==> config.mk <==
export PLATFORM = sky130hd
export DESIGN_NAME = pipe_ctl_regs
export DESIGN_NICKNAME = d
export VERILOG_FILES = /design/src/rtl/pipe_ctl_regs.sv
export SDC_FILE = /design/constraint.sdc
export NUM_CORES = 1
export LEC_CHECK = 0
export CORE_UTILIZATION = 42
export CTS_CLUSTER_SIZE = 8
export DETAILED_ROUTE_END_ITERATION = 10
export PLACE_DENSITY_LB_ADDON = 0.05
export REMOVE_ABC_BUFFERS = 1
export SKIP_CTS_REPAIR_TIMING = 1
export SLEW_MARGIN = 40
export SYNTH_ARGS = -nofsm -noshare
export SYNTH_HDL_FRONTEND = slang
export SYNTH_SLANG_ARGS = --single-unit
==> constraint.sdc <==
create_clock -name clock -period 1 [get_ports clock]
set_input_delay 0.1 -clock clock [delete_from_list [all_inputs] [get_ports clock]]
set_output_delay 0.1 -clock clock [all_outputs]
set_load 0.01 [all_outputs]
==> src/rtl/pipe_ctl_regs.sv <==
// rtl/pipe_ctl_regs.sv - control-side ID/EX, EX/MEM, MEM/WB pipeline registers with bubble and hold
// Optional performance counters are enabled by defining PIPE_PERF_EN.
module pipe_ctl_regs #(
  parameter int         CNT_W  = 32,
  parameter logic [4:0] JAL_RN = 5'd31
) (
  input  logic             clock,
  input  logic             reset,
  input  logic             ce,
  input  logic             nostall,
  input  logic             wreg,
  input  logic             m2reg,
  input  logic             wmem,
  input  logic [3:0]       aluc,
  input  logic             aluimm,
  input  logic             shift,
  input  logic             jal,
  input  logic             regrt,
  input  logic [4:0]       rt,
  input  logic [4:0]       rd,
  output logic             ewreg,
  output logic             em2reg,
  output logic             ewmem,
  output logic             ealuimm,
  output logic             eshift,
  output logic             ejal,
  output logic [3:0]       ealuc,
  output logic [4:0]       ern,
  output logic             mwreg,
  output logic             mm2reg,
  output logic             mwmem,
  output logic [4:0]       mrn,
  output logic             wwreg,
  output logic             wm2reg,
  output logic [4:0]       wrn,
`ifdef PIPE_PERF_EN
  output logic [CNT_W-1:0] cyc_cnt,
  output logic [CNT_W-1:0] stall_cnt,
  output logic [CNT_W-1:0] ret_cnt,
`endif
  output logic             retire
);

  logic       ewreg_q, em2reg_q, ewmem_q, ealuimm_q, eshift_q, ejal_q, evalid_q;
  logic [3:0] ealuc_q;
  logic [4:0] ern_q;
  logic       mwreg_q, mm2reg_q, mwmem_q, mvalid_q;
  logic [4:0] mrn_q;
  logic       wwreg_q, wm2reg_q, wvalid_q;
  logic [4:0] wrn_q;

  logic       ewreg_d, em2reg_d, ewmem_d, ealuimm_d, eshift_d, ejal_d;
  logic [3:0] ealuc_d;
  logic [4:0] ern_d;

  // A stalled slot enters EX as an all-zero bubble so ern=0 never aliases a hazard source.
  always_comb begin
    ewreg_d   = 1'b0;
    em2reg_d  = 1'b0;
    ewmem_d   = 1'b0;
    ealuimm_d = 1'b0;
    eshift_d  = 1'b0;
    ejal_d    = 1'b0;
    ealuc_d   = 4'd0;
    ern_d     = 5'd0;
    if (nostall) begin
      ewreg_d   = wreg;
      em2reg_d  = m2reg;
      ewmem_d   = wmem;
      ealuimm_d = aluimm;
      eshift_d  = shift;
      ejal_d    = jal;
      ealuc_d   = aluc;
      ern_d     = jal ? JAL_RN : (regrt ? rt : rd);
    end
  end

  always_ff @(posedge clock or posedge reset) begin
    if (reset) begin
      ewreg_q   <= 1'b0;
      em2reg_q  <= 1'b0;
      ewmem_q   <= 1'b0;
      ealuimm_q <= 1'b0;
      eshift_q  <= 1'b0;
      ejal_q    <= 1'b0;
      ealuc_q   <= 4'd0;
      ern_q     <= 5'd0;
      evalid_q  <= 1'b0;
      mwreg_q   <= 1'b0;
      mm2reg_q  <= 1'b0;
      mwmem_q   <= 1'b0;
      mrn_q     <= 5'd0;
      mvalid_q  <= 1'b0;
      wwreg_q   <= 1'b0;
      wm2reg_q  <= 1'b0;
      wrn_q     <= 5'd0;
      wvalid_q  <= 1'b0;
    end else if (ce) begin
      ewreg_q   <= ewreg_d;
      em2reg_q  <= em2reg_d;
      ewmem_q   <= ewmem_d;
      ealuimm_q <= ealuimm_d;
      eshift_q  <= eshift_d;
      ejal_q    <= ejal_d;
      ealuc_q   <= ealuc_d;
      ern_q     <= ern_d;
      evalid_q  <= nostall;
      mwreg_q   <= ewreg_q;
      mm2reg_q  <= em2reg_q;
      mwmem_q   <= ewmem_q;
      mrn_q     <= ern_q;
      mvalid_q  <= evalid_q;
      wwreg_q   <= mwreg_q;
      wm2reg_q  <= mm2reg_q;
      wrn_q     <= mrn_q;
      wvalid_q  <= mvalid_q;
    end
  end

  assign ewreg   = ewreg_q;
  assign em2reg  = em2reg_q;
  assign ewmem   = ewmem_q;
  assign ealuimm = ealuimm_q;
  assign eshift  = eshift_q;
  assign ejal    = ejal_q;
  assign ealuc   = ealuc_q;
  assign ern     = ern_q;
  assign mwreg   = mwreg_q;
  assign mm2reg  = mm2reg_q;
  assign mwmem   = mwmem_q;
  assign mrn     = mrn_q;
  assign wwreg   = wwreg_q;
  assign wm2reg  = wm2reg_q;
  assign wrn     = wrn_q;
  assign retire  = wvalid_q & ce;

`ifdef PIPE_PERF_EN
  logic [CNT_W-1:0] cyc_cnt_q, stall_cnt_q, ret_cnt_q;

  always_ff @(posedge clock or posedge reset) begin
    if (reset) begin
      cyc_cnt_q   <= '0;
      stall_cnt_q <= '0;
      ret_cnt_q   <= '0;
    end else begin
      cyc_cnt_q <= cyc_cnt_q + 1'b1;
      if (ce && !nostall) stall_cnt_q <= stall_cnt_q + 1'b1;
      if (retire)         ret_cnt_q   <= ret_cnt_q + 1'b1;
    end
  end

  assign cyc_cnt   = cyc_cnt_q;
  assign stall_cnt = stall_cnt_q;
  assign ret_cnt   = ret_cnt_q;
`endif

endmodule
======== Yosys cells after proc, flatten, opt, wreduce, memory -nomap -nowiden ========
Index checks and enable logic that the tools add are counted.
word-level totals
  flip-flop bits (word level) ............. 33
  logic and storage cells ................. 29
operators by class
  bitwise operators ....................... 1
  mux-type cells .......................... 10
operator list
  cell              count
  5-bit 2-to-1 mux  3
  1-bit 2-to-1 mux  6
  4-bit 2-to-1 mux  1
  1-bit AND         1

======== Longest topological paths before layout ========
Gate-level depths: netlist of run 1.
  depth after elaboration ................. 3
  gate-level depth with buffers ........... 4
  gate-level depth less buffers ........... 2

======== Least setup slack after synthesis of run 1 ========
Ideal clock, no wire load.
  path type ............................... register -> register
  start point ............................. reg mwreg (netlist name)
  end point ............................... reg mwreg_q, in the netlist mwreg
  path slack .............................. 0.212 ns
  period minus slack after synthesis ...... 0.788 ns
  cell stages (with the launch flop) ...... 2
  data arrival time ....................... 0.663 ns
  data required time ...................... 0.875 ns
  setup time .............................. 0.125 ns
  path through ............................ dfrtp_1 mux2_4
RTL lines
  element                 line  source
  end signal: assignment  108   mwreg_q <= ewreg_q;
  end: declaration        47    logic mwreg_q, mm2reg_q, mwmem_q, mvalid_q;

======== Worst setup path in the final report of run 1 ========
  start point ............................. reg wvalid_q
  end point ............................... out retire
between the ends
  word-level cells in the longest chain between the ends .. 1
ends and longest elaborated chain
  element                   line  source
  start: declaration        49    logic wwreg_q, wm2reg_q, wvalid_q;
  start signal: assignment  116   wvalid_q <= mvalid_q;
  1-bit AND                 135   assign retire = wvalid_q & ce;
  end: declaration          41    output logic retire
No other way between the ends.

==> metrics, run 1 <==
status finished, violations left; failing checks negative setup slack; Iter 0 DRT Violations 16; worst vdd ir 0.000771 V; reg2reg path depth 2; syn_area_per_cell 14.8 sq um; Fin Hold WS 0.102 ns; total core area 3030 sq um; Final Slew Violations 0; Hold Vio Cnt, Final 0; Final Cycle Share 1.07; vias 1007; ys async rst share 1.00; wire length per cell 13.2 um; post-synthesis register bit count 33; Synth Cell Area 1330 sq um; first-pass GRT wire length 4.61 mm; setup TNS -0.0650 ns; DRC 0; crit path cell chain and2_4 > buf_6; placed cell areas 2010 sq um; CP max FO 2; Crit path max-delay family flip-flops; critical path required time 0.90 ns; GR Overflow Total 0; Data arrival, critical path 0.97 ns; endpoints failing setup 1; row cnt 20; critical path class flip-flop to primary output; Die ar. 3410 sq um; setup ws final -0.0650 ns; Pleak 0.968 nW; H-tree depth 2; Max Cap Violations 0; power density over cell area 1550 nW/um^2; Final min period 1.07 ns; Pre-antenna DRT Iters 3; CP max stage delay 0.39 ns; Chip Height 58.4 um; Initial Utilization 0.440; initial antenna violation count 0; TritonCTS clock tree built; max frequency 939 MHz; HPWL Detailed 2.01 mm; largest net degree at the start of global routing 34; Clock Tree Buf Depth 2; Tightest Pin Transition 0.229 ns; GRT Util Overall 0.186; Hold WC Path Type input port to asynchronous set/reset pin; Mapped Cells 90; Nets 190; die width 58.4 um; Synthesis Warnings 0; Slew headroom 0.848; I/O Buffers 55; CTS Buf Count 5; sequential area share after synthesis 0.619; vias in the first global route 987; R2R setup slack 0.09 ns; IO Count 56; RSZ-0062 raised after global routing yes; Worst setup EP type primary output; main flop type after synthesis dfrtp_1; root buffer cell clkbuf_4; number of enable flip-flop cells after synthesis 0; share of post-route cells with drive strength above 1 0.476; antenna-violating nets left 0; FF-to-FF Start ern[1]$_DFFE_PP0P_; final instance area 1950 sq um; vias per cell 4.80; Syn-to-layout area delta 46.5%; CTS Sinks 33; Cell variety after synth 22; WP buf/inv 1; Clock transition at path regs 0.09 ns; Worst path slowest cell dfrtp_1; GP Congestion 0.656; # diodes 0; Clk Latency, worst-skew pair 0.32 ns; R2R Path End mrn[1]$_DFFE_PP0P_; clk_skew 0.00266 ns; Post-Route WL 2.76 mm; Startpoint Class flip-flop
how the worst max path moves through the flow:
stage	startpoint	end	cells past startpoint
6_report	wvalid_q$_DFFE_PP0P_	retire	2
5_1_grt	wvalid_q$_DFFE_PP0P_	retire	2
4_1_cts	wvalid_q$_DFFE_PP0P_	retire	2
3_5_place_dp	ce	ealuc[3]$_DFFE_PP0P_	4
3_3_place_gp	ce	em2reg$_DFFE_PP0P_	4
2_1_floorplan	reset	ealuc[0]$_DFFE_PP0P_	1
placed cells by master (no fill, tap or decap), drive strengths merged:
cell type and n:
and2 2, and2b 2, nand3 1, o21ai 1
dfrtp 33, mux2i 5, o221ai 1, mux2 17
a211oi 4, nor2 4, a22o 9, inv 4
clkbuf 37, clkdlybuf4s50 24, nand2 1, buf 20
a21o 1
final cells by class:
| type | count | area, sq um |
|---|---|---|
| fill | 254 | 1070 |
| sequential | 33 | 826 |
| tap | 44 | 55.1 |
| inverter | 4 | 15.0 |
| multi-input combinational | 48 | 454 |
| clock buffer | 8 | 48.8 |
| timing repair buffer | 73 | 556 |
cell usage after synthesis, types with 2 or more instances:
master | count | share of area
a211oi_2 | 4 | 0.038
nor2_1 | 4 | 0.011
a22o_1 | 9 | 0.059
mux2_2 | 16 | 0.14
and2_1 | 2 | 0.0094
dfrtp_1 | 33 | 0.62
inv_1 | 3 | 0.0084
mux2i_1 | 5 | 0.038
per-layer routing:
metal,vias to the layer above,global-route usage,part of all wire
met5,-,0,0
li1,472,-,-
met3,5,0.0813,0.074
met1,491,0.240,0.41
met2,39,0.291,0.50
met4,0,0.0510,0.0090
cell families after synthesis:
logic type	share of synthesized area
buffers and inverters	0.0441
DFF	0.619
muxes	0.184
AOI/OAI and AO/OA	0.113
and+or+nand+nor	0.0403
registers in the layout, summed over array words and instances, names as in the netlist, 4 cells and up:
| name | count |
|---|---|
| wrn | 5 |
| ealuc | 4 |
| mrn | 5 |
| ern | 5 |
worst min-delay path, stage by stage:
cell	delay (ns)
clkdlybuf4s50_1	0.40
inv_1	0.09
buf_12	0.21
where the power goes:
| group | internal [mW] | switching (mW) |
|---|---|---|
| Clock | 0.280 | 0.412 |
| Sequential | 1.50 | 0.0979 |
| Combinational | 0.434 | 0.303 |
| Total | 2.22 | 0.814 |
per-stage QoR:
stage / total power [mW] / util / setup slack (ns) / std cells
floorplan: 1.92 / - / 0.181 / 85
global placement: 2.46 / 0.662 / -0.420 / 197
detailed placement: 2.48 / 0.662 / -0.485 / 197
CTS: 3.18 / 0.679 / -0.492 / 205
global route: 3.22 / 0.645 / -0.115 / 210
finish: 3.03 / 0.645 / -0.0650 / 210
(Power assumes the default switching activity.)
==> run 2: changes to the inputs <==
--- a/config.mk
+++ b/config.mk
@@ -5,6 +5,7 @@
 export SDC_FILE = /design/constraint.sdc
 export NUM_CORES = 1
 export LEC_CHECK = 0
+export ABC_AREA = 0
 export CORE_UTILIZATION = 42
 export CTS_CLUSTER_SIZE = 8
 export DETAILED_ROUTE_END_ITERATION = 10
==> results of run 2 <==
Same layout as run 1: the final DEF is identical, and so are final timing and power.
